<file path="config.mk">
export PLATFORM = sky130hd
export DESIGN_NAME = ysyx_24090018_inst_seq
export DESIGN_NICKNAME = d
export VERILOG_FILES = /design/src/rtl/ysyx_24090018_inst_seq_pkg.sv /design/src/rtl/ysyx_24090018_inst_seq_class.sv /design/src/rtl/ysyx_24090018_inst_seq.sv
export SDC_FILE = /design/constraint.sdc
export NUM_CORES = 1
export LEC_CHECK = 0
export BUFFER_PORTS_ARGS = -buffer_cell sky130_fd_sc_hd__buf_2
export CAP_MARGIN = 0
export CELL_PAD_IN_SITES_DETAIL_PLACEMENT = 0
export CELL_PAD_IN_SITES_GLOBAL_PLACEMENT = 2
export CORE_ASPECT_RATIO = 0.75
export CORE_MARGIN = 10
export CORE_UTILIZATION = 27
export DETAILED_ROUTE_END_ITERATION = 10
export PLACE_DENSITY_LB_ADDON = 0.1
export SYNTH_ARGS = -nofsm -noshare
export SYNTH_HDL_FRONTEND = slang
export SYNTH_HIERARCHICAL = 1
export SYNTH_SLANG_ARGS = --single-unit
</file>
<file path="constraint.sdc">
create_clock -name clk -period 3.15 [get_ports clk]
set_input_delay 0.1575 -clock clk [delete_from_list [all_inputs] [get_ports clk]]
set_output_delay 0.1575 -clock clk [all_outputs]
set_load 0.01 [all_outputs]
</file>
<file path="src/rtl/ysyx_24090018_inst_seq_pkg.sv">
// Shared defines for the NPC instruction sequencer: RV32I opcodes, the ebreak
// encoding and the sequencer state encoding.
package ysyx_24090018_inst_seq_pkg;

  localparam logic [6:0] OPC_LOAD   = 7'b0000011;
  localparam logic [6:0] OPC_STORE  = 7'b0100011;
  localparam logic [6:0] OPC_OP     = 7'b0110011;
  localparam logic [6:0] OPC_OP_IMM = 7'b0010011;
  localparam logic [6:0] OPC_LUI    = 7'b0110111;
  localparam logic [6:0] OPC_AUIPC  = 7'b0010111;
  localparam logic [6:0] OPC_JAL    = 7'b1101111;
  localparam logic [6:0] OPC_JALR   = 7'b1100111;
  localparam logic [6:0] OPC_BRANCH = 7'b1100011;

  localparam logic [31:0] INST_EBREAK = 32'h00100073;

  typedef enum logic [2:0] {
    ST_FETCH,
    ST_IWAIT,
    ST_DECODE,
    ST_EXEC,
    ST_MREQ,
    ST_MWAIT,
    ST_WB,
    ST_HALT
  } state_t;

endpackage

</file>
<file path="src/rtl/ysyx_24090018_inst_seq_class.sv">
// Combinational instruction classifier for the sequencer: memory-access type,
// ebreak detection, register write-back and opcode legality.
module ysyx_24090018_inst_class
  import ysyx_24090018_inst_seq_pkg::*;
(
  input  logic [31:0] inst_o,
  output logic        is_load,
  output logic        is_store,
  output logic        is_ebreak,
  output logic        writes_rd,
  output logic        is_legal
);

  logic [6:0] opcode;

  assign opcode = inst_o[6:0];

  always_comb begin
    is_load   = 1'b0;
    is_store  = 1'b0;
    writes_rd = 1'b0;
    is_legal  = 1'b0;
    is_ebreak = (inst_o == INST_EBREAK);
    case (opcode)
      OPC_LOAD: begin
        is_load   = 1'b1;
        writes_rd = 1'b1;
        is_legal  = 1'b1;
      end
      OPC_STORE: begin
        is_store = 1'b1;
        is_legal = 1'b1;
      end
      OPC_OP, OPC_OP_IMM, OPC_LUI, OPC_AUIPC, OPC_JAL, OPC_JALR: begin
        writes_rd = 1'b1;
        is_legal  = 1'b1;
      end
      OPC_BRANCH: is_legal = 1'b1;
      default: ;
    endcase
  end

endmodule

</file>
<file path="src/rtl/ysyx_24090018_inst_seq.sv">
// Multi-cycle instruction sequencer: fetch, decode, execute, memory, write-back.
// Define YSYX_24090018_ILLEGAL_TRAP_EN to halt on unsupported opcodes.
module ysyx_24090018_inst_seq
  import ysyx_24090018_inst_seq_pkg::*;
(
  input  logic        clk,
  input  logic        rst,
  output logic        ifu_req_o,
  input  logic        ifu_ready_i,
  input  logic        ifu_rvalid_i,
  input  logic [31:0] ifu_rdata_i,
  output logic [31:0] inst_o,
  output logic        lsu_req_o,
  output logic        lsu_wen_o,
  input  logic        lsu_ready_i,
  input  logic        lsu_rvalid_i,
  output logic        rf_we_o,
  output logic        pc_we_o,
  output logic        commit_o,
  output logic        halt_o,
  output logic        illegal_o
);

  state_t state, state_next;
  logic   is_load, is_store, is_ebreak, writes_rd, is_legal;

  ysyx_24090018_inst_class u_class (
    .inst_o    (inst_o),
    .is_load   (is_load),
    .is_store  (is_store),
    .is_ebreak (is_ebreak),
    .writes_rd (writes_rd),
    .is_legal  (is_legal)
  );

  always_ff @(posedge clk) begin
    if (rst) begin
      state <= ST_FETCH;
    end else begin
      state <= state_next;
    end
  end

  always_ff @(posedge clk) begin
    if (rst) begin
      inst_o <= '0;
    end else if (state == ST_IWAIT && ifu_rvalid_i) begin
      inst_o <= ifu_rdata_i;
    end
  end

`ifdef YSYX_24090018_ILLEGAL_TRAP_EN
  logic trap;
  logic illegal_q;

  assign trap = !is_ebreak && !is_legal;

  always_ff @(posedge clk) begin
    if (rst) begin
      illegal_q <= 1'b0;
    end else if (state == ST_DECODE && trap) begin
      illegal_q <= 1'b1;
    end
  end

  assign illegal_o = illegal_q;
`else
  logic trap;
  logic unused_is_legal;

  // Unsupported opcodes fall through EXEC/WB as NOPs (writes_rd is 0 for them).
  assign trap            = 1'b0;
  assign unused_is_legal = is_legal;
  assign illegal_o       = 1'b0;
`endif

  always_comb begin
    state_next = state;
    case (state)
      ST_FETCH:  if (ifu_ready_i) state_next = ST_IWAIT;
      ST_IWAIT:  if (ifu_rvalid_i) state_next = ST_DECODE;
      ST_DECODE: state_next = (is_ebreak || trap) ? ST_HALT : ST_EXEC;
      ST_EXEC:   state_next = (is_load || is_store) ? ST_MREQ : ST_WB;
      ST_MREQ:   if (lsu_ready_i) state_next = ST_MWAIT;
      ST_MWAIT:  if (lsu_rvalid_i) state_next = ST_WB;
      ST_WB:     state_next = ST_FETCH;
      ST_HALT:   state_next = ST_HALT;
      default:   state_next = ST_FETCH;
    endcase
  end

  always_comb begin
    ifu_req_o = 1'b0;
    lsu_req_o = 1'b0;
    lsu_wen_o = 1'b0;
    rf_we_o   = 1'b0;
    pc_we_o   = 1'b0;
    commit_o  = 1'b0;
    halt_o    = 1'b0;
    case (state)
      ST_FETCH: ifu_req_o = 1'b1;
      ST_MREQ: begin
        lsu_req_o = 1'b1;
        lsu_wen_o = is_store;
      end
      ST_WB: begin
        rf_we_o  = writes_rd;
        pc_we_o  = 1'b1;
        commit_o = 1'b1;
      end
      ST_HALT: halt_o = 1'b1;
      default: ;
    endcase
  end

endmodule

</file>
==> run_results.csv <==
group,metric,value,unit
global_route,grt_util_met1,14.2,%
floorplanning,dieHeight,87.8,um
clocking,cts_resized,0,
setup_path,crit_path_end_kind,"flop",
clocking,cts_buffers,5,
clocking,post_cts_buffers,0,
floorplanning,dieArea,9690,um^2
clocking,clock-sinks,35,
layout,syn2layout_area_growth,29.7,%
layout,diodes,0,
floorplanning,die_w,110,um
setup_path,crit_family,"simple AND/OR/NAND/NOR gates",
sta,worstMarginPinSlew,994,ps
layout,nFillCells,696,
clocking,cts_tree,"yes",
sta,post-route-period-util,61.3,%
global_route,grt_pass1_vias,1653,
placed_design,place_congestion,0.693,
routing,wl,5.32,mm
routing,first_iter_violations,41,
setup_path,path_max_fanout,17,
setup_path,worst_path_max_delay_cell,"nand4bb_1",
power_and_ir_drop,p_leak,0.877,nW
setup_path,cp_data_arrival_time,2070,ps
setup_path,worst-path-buf-inv,1,
routing,avgRoutedWirePerCell,15.4,um
routing,firstDrtPassIters,4,
floorplanning,coreArea,5890,um^2
global_route,grt_remaining_overflow,0,
routing,drc_errors,0,
sta,maxSlewHeadroom,33.7,%
placed_design,dpl.hpwl,3.92,mm
routing,viasPerCell,4.57,
layout,final_area,2150,um^2
placed_design,place_area,2060,um^2
setup_path,worstPathRequired,3280,ps
yosys,synth_nets,235,
sta,slew_viol_final,0,
global_route,grt_busiest_layer,"met2",
sta,finalHoldViolCount,0,
sta,setup_viol,0,
sta,fin_crit,1930,ps
worst_hold_path,holdCritPathClass,"primary input to flop",
floorplanning,initial_utilization,28.1,%
global_route,antenna_found_initial,0,
clocking,cts-root-buf,"clkbuf_8",
yosys,syn_area,1650,um^2
yosys,synth_area_per_cell,8.40,um^2
setup_path,cp_cell_sequence,"nand4bb_1, buf_4, nand2_1, a21oi_2",
setup_path,path_class,"flop to flop",
global_route,grt_util_all_layers,11.0,%
floorplanning,io_pins,78,
clocking,htree_levels,2,
yosys,yosys_warnings,6,
setup_path,max_stage_delay,730,ps
placed_design,numPortBuffers,76,
routing,antenna_left,0,
outcome,status,"finished clean",
run,drv_cap,0,
setup_path,start_kind,"flop",
global_route,grtUsageMet3,4.48,%
routing,vias,1581,
sta,fmax,0.517,GHz
layout,layout-drive-gt1-share,48.5,%
global_route,grt_max_degree,36,
clocking,cts_buffer_depth,2,
sta,grt_setup_unrepaired,"false",
power_and_ir_drop,peakVddDrop,0.178,mV
sta,clock-skew-final,2.00,ps
clocking,cts.reportedPaths.clkPinSlew,70,ps
global_route,grt_pass1_wl,8.41,mm
layout,nets,305,
global_route,grt_use_met2,16.2,%
yosys,netlist_instances,197,
floorplanning,fp-row-count,24,
power_and_ir_drop,power_density,461,nW/um^2
clocking,hold_buffers,0,
clocking,clk_latency,280,ps
sta,tns,0,ps
sequential cells by signal (all words and copies together), names as in the netlist:
signal,count
state,3
inst_o,32
metrics by stage:
stage	worst slack (ps)	total power, mW	util [%]	hold WS [ps]	instances
2_1_floorplan	1430	0.612	-	284	197
3_3_place_gp	1280	0.685	35.1	401	338
3_5_place_dp	1180	0.684	35.1	401	338
4_1_cts	1170	1.01	36.5	93.9	346
5_1_grt	1010	1.04	36.5	100	346
6_report	1220	0.988	36.5	102	346
worst reg2reg max path, cell delays in order, from the launching register on:
cell and delay, ps:
dfxtp_1 430, nand4bb_1 730, buf_4 460, nand2_1 110
a21oi_2 60
final cells by class:
cell class	count	area, um^2	area share [%]
multi-input cells	144	852	39.7
flip-flops and latches	35	701	32.7
repair buffers	80	410	19.1
well taps	78	97.6	4.55
clock buffers	7	76.3	3.56
clock inverters	1	5.00	0.233
inverters	1	3.75	0.175
power breakdown:
group / internal (mW) / switching (mW)
Sequential: 0.466 / 0.0208
Clock: 0.155 / 0.163
Combinational: 0.0759 / 0.107
Total: 0.697 / 0.291
cells in the final DEF (no fill, tap or decap), drive strengths merged, types with 2 or more instances in the layout:
master and count:
a21oi 34, clkbuf 7, o211ai 3, nor2 5
nor2b 2, nor4 6, buf 80, nor4b 2
nand2 66, nor3b 2, o21ai 3, dfxtp 35
or3 2, nor3 3, and2 3, a211oi 2
nand3 2
per-layer routing:
layer	vias up	part of all wire, %
met4	0	1.3
met1	729	48
met5	-	0
met3	5	8.8
li1	800	-
met2	47	42
worst paths after layout:
check        depth (start not counted)  slack [ps]                       to                     from
min                                  3         100   inst_o[8]$_SDFFE_PP0P_           ifu_rdata_i[8]
max reg2reg                          4        1220   inst_o[7]$_SDFFE_PP0P_    state[2]$_SDFFE_PP0P_
min reg2reg                          2         480  inst_o[14]$_SDFFE_PP0P_  inst_o[14]$_SDFFE_PP0P_
max                                  4        1220   inst_o[7]$_SDFFE_PP0P_    state[2]$_SDFFE_PP0P_
No activity file was read; power rests on OpenSTA's default activity.
